--- src/rtl/sort_queue.sv ---
// sort_queue: systolic priority queue holding DEPTH {key, tag} entries fully
// sorted at all times. The best entry (smallest key for "UP", largest for
// "DOWN") sits in node 0 and drives the head outputs straight from registers.
// Push, pop and push+pop (replace) are each accepted at one per cycle; equal
// keys leave in arrival order.
module sort_queue #(
  parameter int unsigned KEY_WIDTH = 16,
  parameter int unsigned TAG_WIDTH = 8,
  parameter int unsigned DEPTH     = 16,
  parameter string       DIR       = "UP"
) (
  input  logic                         clk_i,
  input  logic                         rst_ni,
  input  logic                         clk_en_i,
  input  logic                         flush_i,
  input  logic                         push_i,
  input  logic [KEY_WIDTH-1:0]         push_key_i,
  input  logic [TAG_WIDTH-1:0]         push_tag_i,
  input  logic                         pop_i,
  output logic                         head_valid_o,
  output logic [KEY_WIDTH-1:0]         head_key_o,
  output logic [TAG_WIDTH-1:0]         head_tag_o,
  output logic [$clog2(DEPTH+1)-1:0]   count_o,
  output logic                         empty_o,
  output logic                         full_o,
  output logic                         drop_o
);

  localparam int unsigned CNT_WIDTH = $clog2(DEPTH + 1);
  localparam bit          ASCEND    = (DIR == "UP");
  localparam logic [CNT_WIDTH-1:0] CNT_FULL = CNT_WIDTH'(DEPTH);

  // Node storage and next state.
  logic [DEPTH-1:0]     valid_q, valid_d;
  logic [KEY_WIDTH-1:0] key_q [DEPTH];
  logic [KEY_WIDTH-1:0] key_d [DEPTH];
  logic [TAG_WIDTH-1:0] tag_q [DEPTH];
  logic [TAG_WIDTH-1:0] tag_d [DEPTH];

  logic [CNT_WIDTH-1:0] count_q, count_d;
  logic                 drop_q, drop_d;

  // Post-pop view of the nodes, and per-node "new key wins here" flags.
  logic [DEPTH-1:0]     s_valid;
  logic [KEY_WIDTH-1:0] s_key [DEPTH];
  logic [TAG_WIDTH-1:0] s_tag [DEPTH];
  logic [DEPTH-1:0]     beat;

  logic active;
  logic is_empty;
  logic is_full;
  logic pop_eff;
  logic push_eff;

  // Strict comparison keeps a new key behind existing equal keys (FIFO ties).
  function automatic logic is_better(input logic [KEY_WIDTH-1:0] a,
                                     input logic [KEY_WIDTH-1:0] b);
    if (ASCEND) return a < b;
    else        return a > b;
  endfunction

  assign is_empty = (count_q == '0);
  assign is_full  = (count_q == CNT_FULL);

  // Decode which operations actually take effect this cycle.
  always_comb begin
    // NOTE: every signal driven in always_comb gets a default first so no path
    // leaves it unassigned, which would otherwise infer a latch.
    active   = clk_en_i & ~flush_i;
    pop_eff  = active & pop_i & ~is_empty;
    push_eff = active & push_i & (~is_full | pop_eff);
    drop_d   = active & push_i & ~push_eff;
  end

  // Shifted view: with a pop every node sees its upper neighbour, the top
  // node sees an invalid entry; without a pop the view is the nodes as held.
  always_comb begin
    s_valid = valid_q;
    s_key   = key_q;
    s_tag   = tag_q;
    if (pop_eff) begin
      for (int i = 0; i < DEPTH - 1; i++) begin
        s_valid[i] = valid_q[i+1];
        s_key[i]   = key_q[i+1];
        s_tag[i]   = tag_q[i+1];
      end
      s_valid[DEPTH-1] = 1'b0;
      s_key[DEPTH-1]   = '0;
      s_tag[DEPTH-1]   = '0;
    end
  end

  // Broadcast compare: the flags form a 0..0 1..1 pattern because the view is
  // sorted and invalid nodes always lose; the first 1 is the insertion index.
  always_comb begin
    beat = '0;
    for (int i = 0; i < DEPTH; i++) begin
      beat[i] = ~s_valid[i] | is_better(push_key_i, s_key[i]);
    end
  end

  // Next node contents: hold below the insertion index, take the new entry at
  // it, take the lower neighbour above it.
  always_comb begin
    valid_d = valid_q;
    key_d   = key_q;
    tag_d   = tag_q;
    if (flush_i) begin
      valid_d = '0;
    end else begin
      valid_d = s_valid;
      key_d   = s_key;
      tag_d   = s_tag;
      if (push_eff) begin
        if (beat[0]) begin
          valid_d[0] = 1'b1;
          key_d[0]   = push_key_i;
          tag_d[0]   = push_tag_i;
        end
        for (int i = 1; i < DEPTH; i++) begin
          if (beat[i]) begin
            if (!beat[i-1]) begin
              valid_d[i] = 1'b1;
              key_d[i]   = push_key_i;
              tag_d[i]   = push_tag_i;
            end else begin
              valid_d[i] = s_valid[i-1];
              key_d[i]   = s_key[i-1];
              tag_d[i]   = s_tag[i-1];
            end
          end
        end
      end
    end
  end

  // Occupancy: a replace leaves the count unchanged.
  always_comb begin
    count_d = count_q;
    if (flush_i) begin
      count_d = '0;
    end else if (push_eff && !pop_eff) begin
      count_d = count_q + CNT_WIDTH'(1);
    end else if (pop_eff && !push_eff) begin
      count_d = count_q - CNT_WIDTH'(1);
    end
  end

  // Node and occupancy registers, frozen while the global enable is low.
  always_ff @(posedge clk_i or negedge rst_ni) begin
    if (!rst_ni) begin
      // NOTE: the nodes are flops, not a RAM, so clearing keys and tags on
      // reset is cheap and makes the head outputs deterministic out of reset.
      valid_q <= '0;
      count_q <= '0;
      for (int i = 0; i < DEPTH; i++) begin
        key_q[i] <= '0;
        tag_q[i] <= '0;
      end
    end else if (clk_en_i) begin
      // NOTE: state registers use non-blocking assignments so every node
      // samples its neighbours' old values, which the shift relies on.
      valid_q <= valid_d;
      count_q <= count_d;
      key_q   <= key_d;
      tag_q   <= tag_d;
    end
  end

  // Reject pulse lives exactly one cycle, independent of the enable.
  always_ff @(posedge clk_i or negedge rst_ni) begin
    if (!rst_ni) begin
      drop_q <= 1'b0;
    end else begin
      drop_q <= drop_d;
    end
  end

  assign head_valid_o = valid_q[0];
  assign head_key_o   = key_q[0];
  assign head_tag_o   = tag_q[0];
  assign count_o      = count_q;
  assign empty_o      = is_empty;
  assign full_o       = is_full;
  assign drop_o       = drop_q;

endmodule

--- config.mk ---
export PLATFORM = sky130hd
export DESIGN_NAME = sort_queue
export DESIGN_NICKNAME = d
export VERILOG_FILES = /design/src/rtl/sort_queue.sv
export SDC_FILE = /design/constraint.sdc
export NUM_CORES = 1
export LEC_CHECK = 0
export BUFFER_PORTS_ARGS = -buffer_cell sky130_fd_sc_hd__buf_4
export CORE_MARGIN = 1
export CORE_UTILIZATION = 55
export CTS_BUF_LIST = sky130_fd_sc_hd__clkbuf_16
export CTS_CLUSTER_DIAMETER = 100
export DETAILED_ROUTE_END_ITERATION = 10
export GPL_ROUTABILITY_DRIVEN = 0
export MAX_ROUTING_LAYER = met4
export PLACE_DENSITY = 0.78
export SLEW_MARGIN = 30
export SYNTH_ARGS = -nofsm -noshare
export SYNTH_HDL_FRONTEND = slang
export SYNTH_SLANG_ARGS = --single-unit
--- constraint.sdc ---
create_clock -name clk_i -period 4 [get_ports clk_i]
set_input_delay 0.2 -clock clk_i [delete_from_list [all_inputs] [get_ports clk_i]]
set_output_delay 0.2 -clock clk_i [all_outputs]
set_load 0.01 [all_outputs]
==> results.sh <==
export IMPL_fmax_ghz=0.2489
export IMPL_ys_ff_latch=406
export IMPL_yosys_area_top_type="dfrtp_1"
export IMPL_topRoutingLayerUsed="met4"
export IMPL_period_needed_ns=4.018
export IMPL_clock_path_buffers=3
export IMPL_clockRootBuffer="clkbuf_16"
export IMPL_critPathMaxFanout=19
export IMPL_slew_headroom_pct=36.99
export IMPL_failed_checks="negative setup slack"
export IMPL_clock_latency_ns=0.59
export IMPL_drt_iter0_markers=1981
export IMPL_skew_ns=0.02133
export IMPL_cts_clk_slew_worst_paths_ns=0.06
export IMPL_synth_top_cell_area_share_pct=33.80
export IMPL_ioPinCount=63
export IMPL_p_clk_share_pct=17.7
export IMPL_vias=24840
export IMPL_cts_max_level=2
export IMPL_fill_cells=3966
export IMPL_route_met3_wl_um=5110
export IMPL_start_util_pct=55.74
export IMPL_pwr_share_seq_pct=31.6
export IMPL_worstPathArrival_ns=4.51
export IMPL_synth_ff_type="dfrtp_1"
export IMPL_vdd_drop_max_uv=459.7
export IMPL_grt_overflow_total=0
export IMPL_setup_tns_final_ns=-0.05414
export IMPL_wl_met1_um=35980
export IMPL_grt_pass1_vias=25600
export IMPL_routed_via_density=6.370
export IMPL_critical_path_max_stage_delay_ns=0.42
export IMPL_coreArea_um2=53920
export IMPL_cts_buffers=46
export IMPL_drv_cap=0
export IMPL_rsz0062_at_grt="true"
export IMPL_synth_compound_area_share_pct=13.35
export IMPL_pre_cts_ws_ns=-0.1287
export IMPL_async_flop_share_pct=100.0
export IMPL_wl_met2_um=40040
export IMPL_numClockSinks=406
export IMPL_hpwl_um=57160
export IMPL_setup_slack_ns=-0.01789
export IMPL_synth_seq_area_share_pct=33.80
export IMPL_post_route_period_util_pct=100.4
export IMPL_syn_inst=3104
export IMPL_end_kind="flop"
export IMPL_yosys_area_share_simple_pct=10.61
export IMPL_switching_share_pct=41.07
export IMPL_dieArea_um2=55590
export IMPL_setup_viol=10
export IMPL_diodes=0
export IMPL_hold_viol_final=0
export IMPL_synth_edf_count=0
export IMPL_synth_area_leaders="dfrtp_1 (34%), mux2i_1 (22%), ha_1 (10%)"
export IMPL_worstPathCellList="or3_4 > o31a_4 > buf_12 > buf_16 > buf_4 > mux2i_2 > ha_1 > a21o_1 > a21o_1 > a221oi_4 > nor2_1 > a31o_4 > clkbuf_16 > or2_2 > a31oi_1"
export IMPL_grt_max_degree=122
export IMPL_die_w_um=235.8
export IMPL_status="finished, violations left"
export IMPL_grt_pass1_wl_um=129100
export IMPL_io_buffers=62
export IMPL_post_drt_wl_per_cell_um=21.53
export IMPL_startpoint_type="flop"
export IMPL_grt_usage_pct=29.09
export IMPL_postRouteAntennaNets=0
export IMPL_crit_path_top_delay_cell="or3_4"
export IMPL_synth_top_family_by_area="multiplexers"
export IMPL_antenna_found_initial=0
export IMPL_syn_to_final_growth_pct=15.04
export IMPL_tightest_slew_ns=0.9353
export IMPL_min_path_type="input pin to flop"
export IMPL_netlist_area_um2=30060
export IMPL_wirelength_um=83950
export IMPL_leakage_nw=16.31
export IMPL_crit_required_ns=4.49
export IMPL_drv_slew=0
export IMPL_drive_gt1_share_pct=17.58
export IMPL_syn_avg_cell_area_um2=9.683
export IMPL_cpMostUsedCell="a21o_1"
export IMPL_total_power_w=0.02354
export IMPL_comb_power_share_pct=50.8
export IMPL_crit_type="flop to flop"
export IMPL_synthAdderAreaFrac_pct=10.18
export IMPL_synth_cell_type_count=81
export IMPL_syn_nets=3378
export IMPL_remaining_drc_errors=0
export IMPL_ff2ff_path_depth=15
export IMPL_p_int_w=0.01387
export IMPL_layout_nets=3444
export IMPL_synthXorXnorAreaFrac_pct=0.08742
export IMPL_synthMuxAreaShare_pct=25.41
export IMPL_ys_warn_count=0
export IMPL_p_switching_w=0.009665
export IMPL_die_h_um=235.8
export IMPL_hold_depth=4
export IMPL_power_density_nw_per_um2=680.7
export IMPL_num_rows=85
export IMPL_firstDrtPassIters=5
export IMPL_cts_tree="yes"
==> final timing paths <==
| check | from | end | slack, ns |
|---|---|---|---|
| hold / removal | flush_i | valid_q[0] | 0.02 |
| min in group asynchronous | rst_ni | key_q[230] | 0.16 |
| setup reg to reg | count_o[1] | key_q[106] | -0.02 |
| hold reg to reg | tag_q[5] | tag_q[5] | 0.49 |
| setup / recovery | count_o[1] | key_q[106] | -0.02 |
| max in group asynchronous | rst_ni | key_q[22] | 2.60 |
==> Yosys cell counts (50+ instances only) <==
library cell and n:
a21oi_1 138, a31oi_1 60, buf_2 66, buf_4 65, clkbuf_1 78, dfrtp_1 406, ha_1 243, inv_1 177
mux2_2 59, mux2i_1 668, nand2_1 341, nor2_1 159, nor3_1 50, o21ai_0 111
==> routing by layer <==
layer	track usage, %	up-vias
met5	-	-
met4	11.96	0
met3	3.675	209
met2	47.69	916
met1	36.39	12390
li1	-	11320
==> cells by family after synthesis <==
group | Yosys count
mux | 746
simple gates | 710
compound gates | 589
buf+inv | 406
flops | 406
fa+ha+maj | 244
xor+xnor | 3
==> area by class of cell <==
class                   count  area (um^2)  share of cell area (%)
flip-flops and latches    406        10160                   29.39
inverters                 177        664.4                   1.921
clock inverters            32        207.7                  0.6007
well taps                 696        870.8                   2.519
clock buffers              49         1226                   3.546
multi-input cells        2293        18800                   54.38
repair buffers            246         2645                   7.650
==> timing repair <==
item / CTS / global route
cloned: 0 / 15
gates resized for setup: 16 / 149
endpoints found under the setup margin: 143 / 290
hold buffers: 9 / 0
setup buffers: 1 / 26
pin swaps: 4 / 38
hold endpoints to repair: 85 / 0
==> worst max-delay path, delay by kind of cell, from the launching register on <==
kind | cells | cell delay (ns)
multiplexers | 1 | 0.21
AO/OA/AOI/OAI | 6 | 1.53
adder cells (fa/ha/maj) | 1 | 0.30
flip-flops | 1 | 0.40
buffers and inverters | 4 | 0.66
AND/OR/NAND/NOR | 3 | 0.83
==> cell usage in the layout (no fill, tap or decap), types with 7 or more instances in the layout <==
cell           netlist  routed
a2111oi_2            8      10
a211oi_1            13      13
a21o_1              34      34
a21oi_1            138     133
a221o_1             14      14
a221oi_2             1       7
a31oi_1             60      57
and2_1              33      30
and4_1              13      13
buf_12               0      34
buf_4               65     177
clkbuf_16            0      61
clkinv_1             0      11
clkinv_2             0       7
dfrtp_1            406     405
dlygate4sd3_1        0       9
ha_1               243     243
inv_1              177     188
mux2_2              59      54
mux2_4              12      17
mux2i_1            668     623
mux2i_2              2      34
mux2i_4              2      15
nand2_1            341     340
nand2b_1             7       7
nand4_1             20      20
nor2_1             159     155
nor3_1              50      47
o211ai_1             7       7
o21a_1              34      34
o21ai_0            111      96
o21ai_1             10      14
o21ai_2              3       9
o221ai_1            12      11
o2bb2ai_1           24      24
o31ai_1             36      29
or2_2               48      48
==> power by group through the flow <==
stage                     logic (W)  clock network [W]  registers [W]
final                        0.0119            0.00416        0.00743
after global placement       0.0103                  0        0.00729
after CTS                    0.0112            0.00421        0.00729
after detailed placement     0.0110                  0        0.00734
after global routing         0.0132            0.00437        0.00760
after floorplan             0.00824                  0        0.00685
==> metrics by stage <==
stage / std cells / hold slack, ns / util [%] / area [um^2]
final: 3899 / 0.02235 / 64.13 / 34580
after global routing: 3899 / 0.02186 / 64.13 / 34580
after floorplan: 3104 / -0.09559 / - / 30250
after global placement: 3765 / 0.2384 / 58.81 / 31710
after CTS: 3857 / 0.003136 / 61.87 / 33360
after detailed placement: 3766 / 0.2367 / 58.88 / 31750
==> sequential cells by signal, indices dropped and copies added (netlist names) <==
signal	flops
count_o	5
drop_o	1
head_key_o	16
head_tag_o	8
key_q	240
tag_q	120
valid_q	16
No activity file was read; power rests on OpenSTA's default activity.
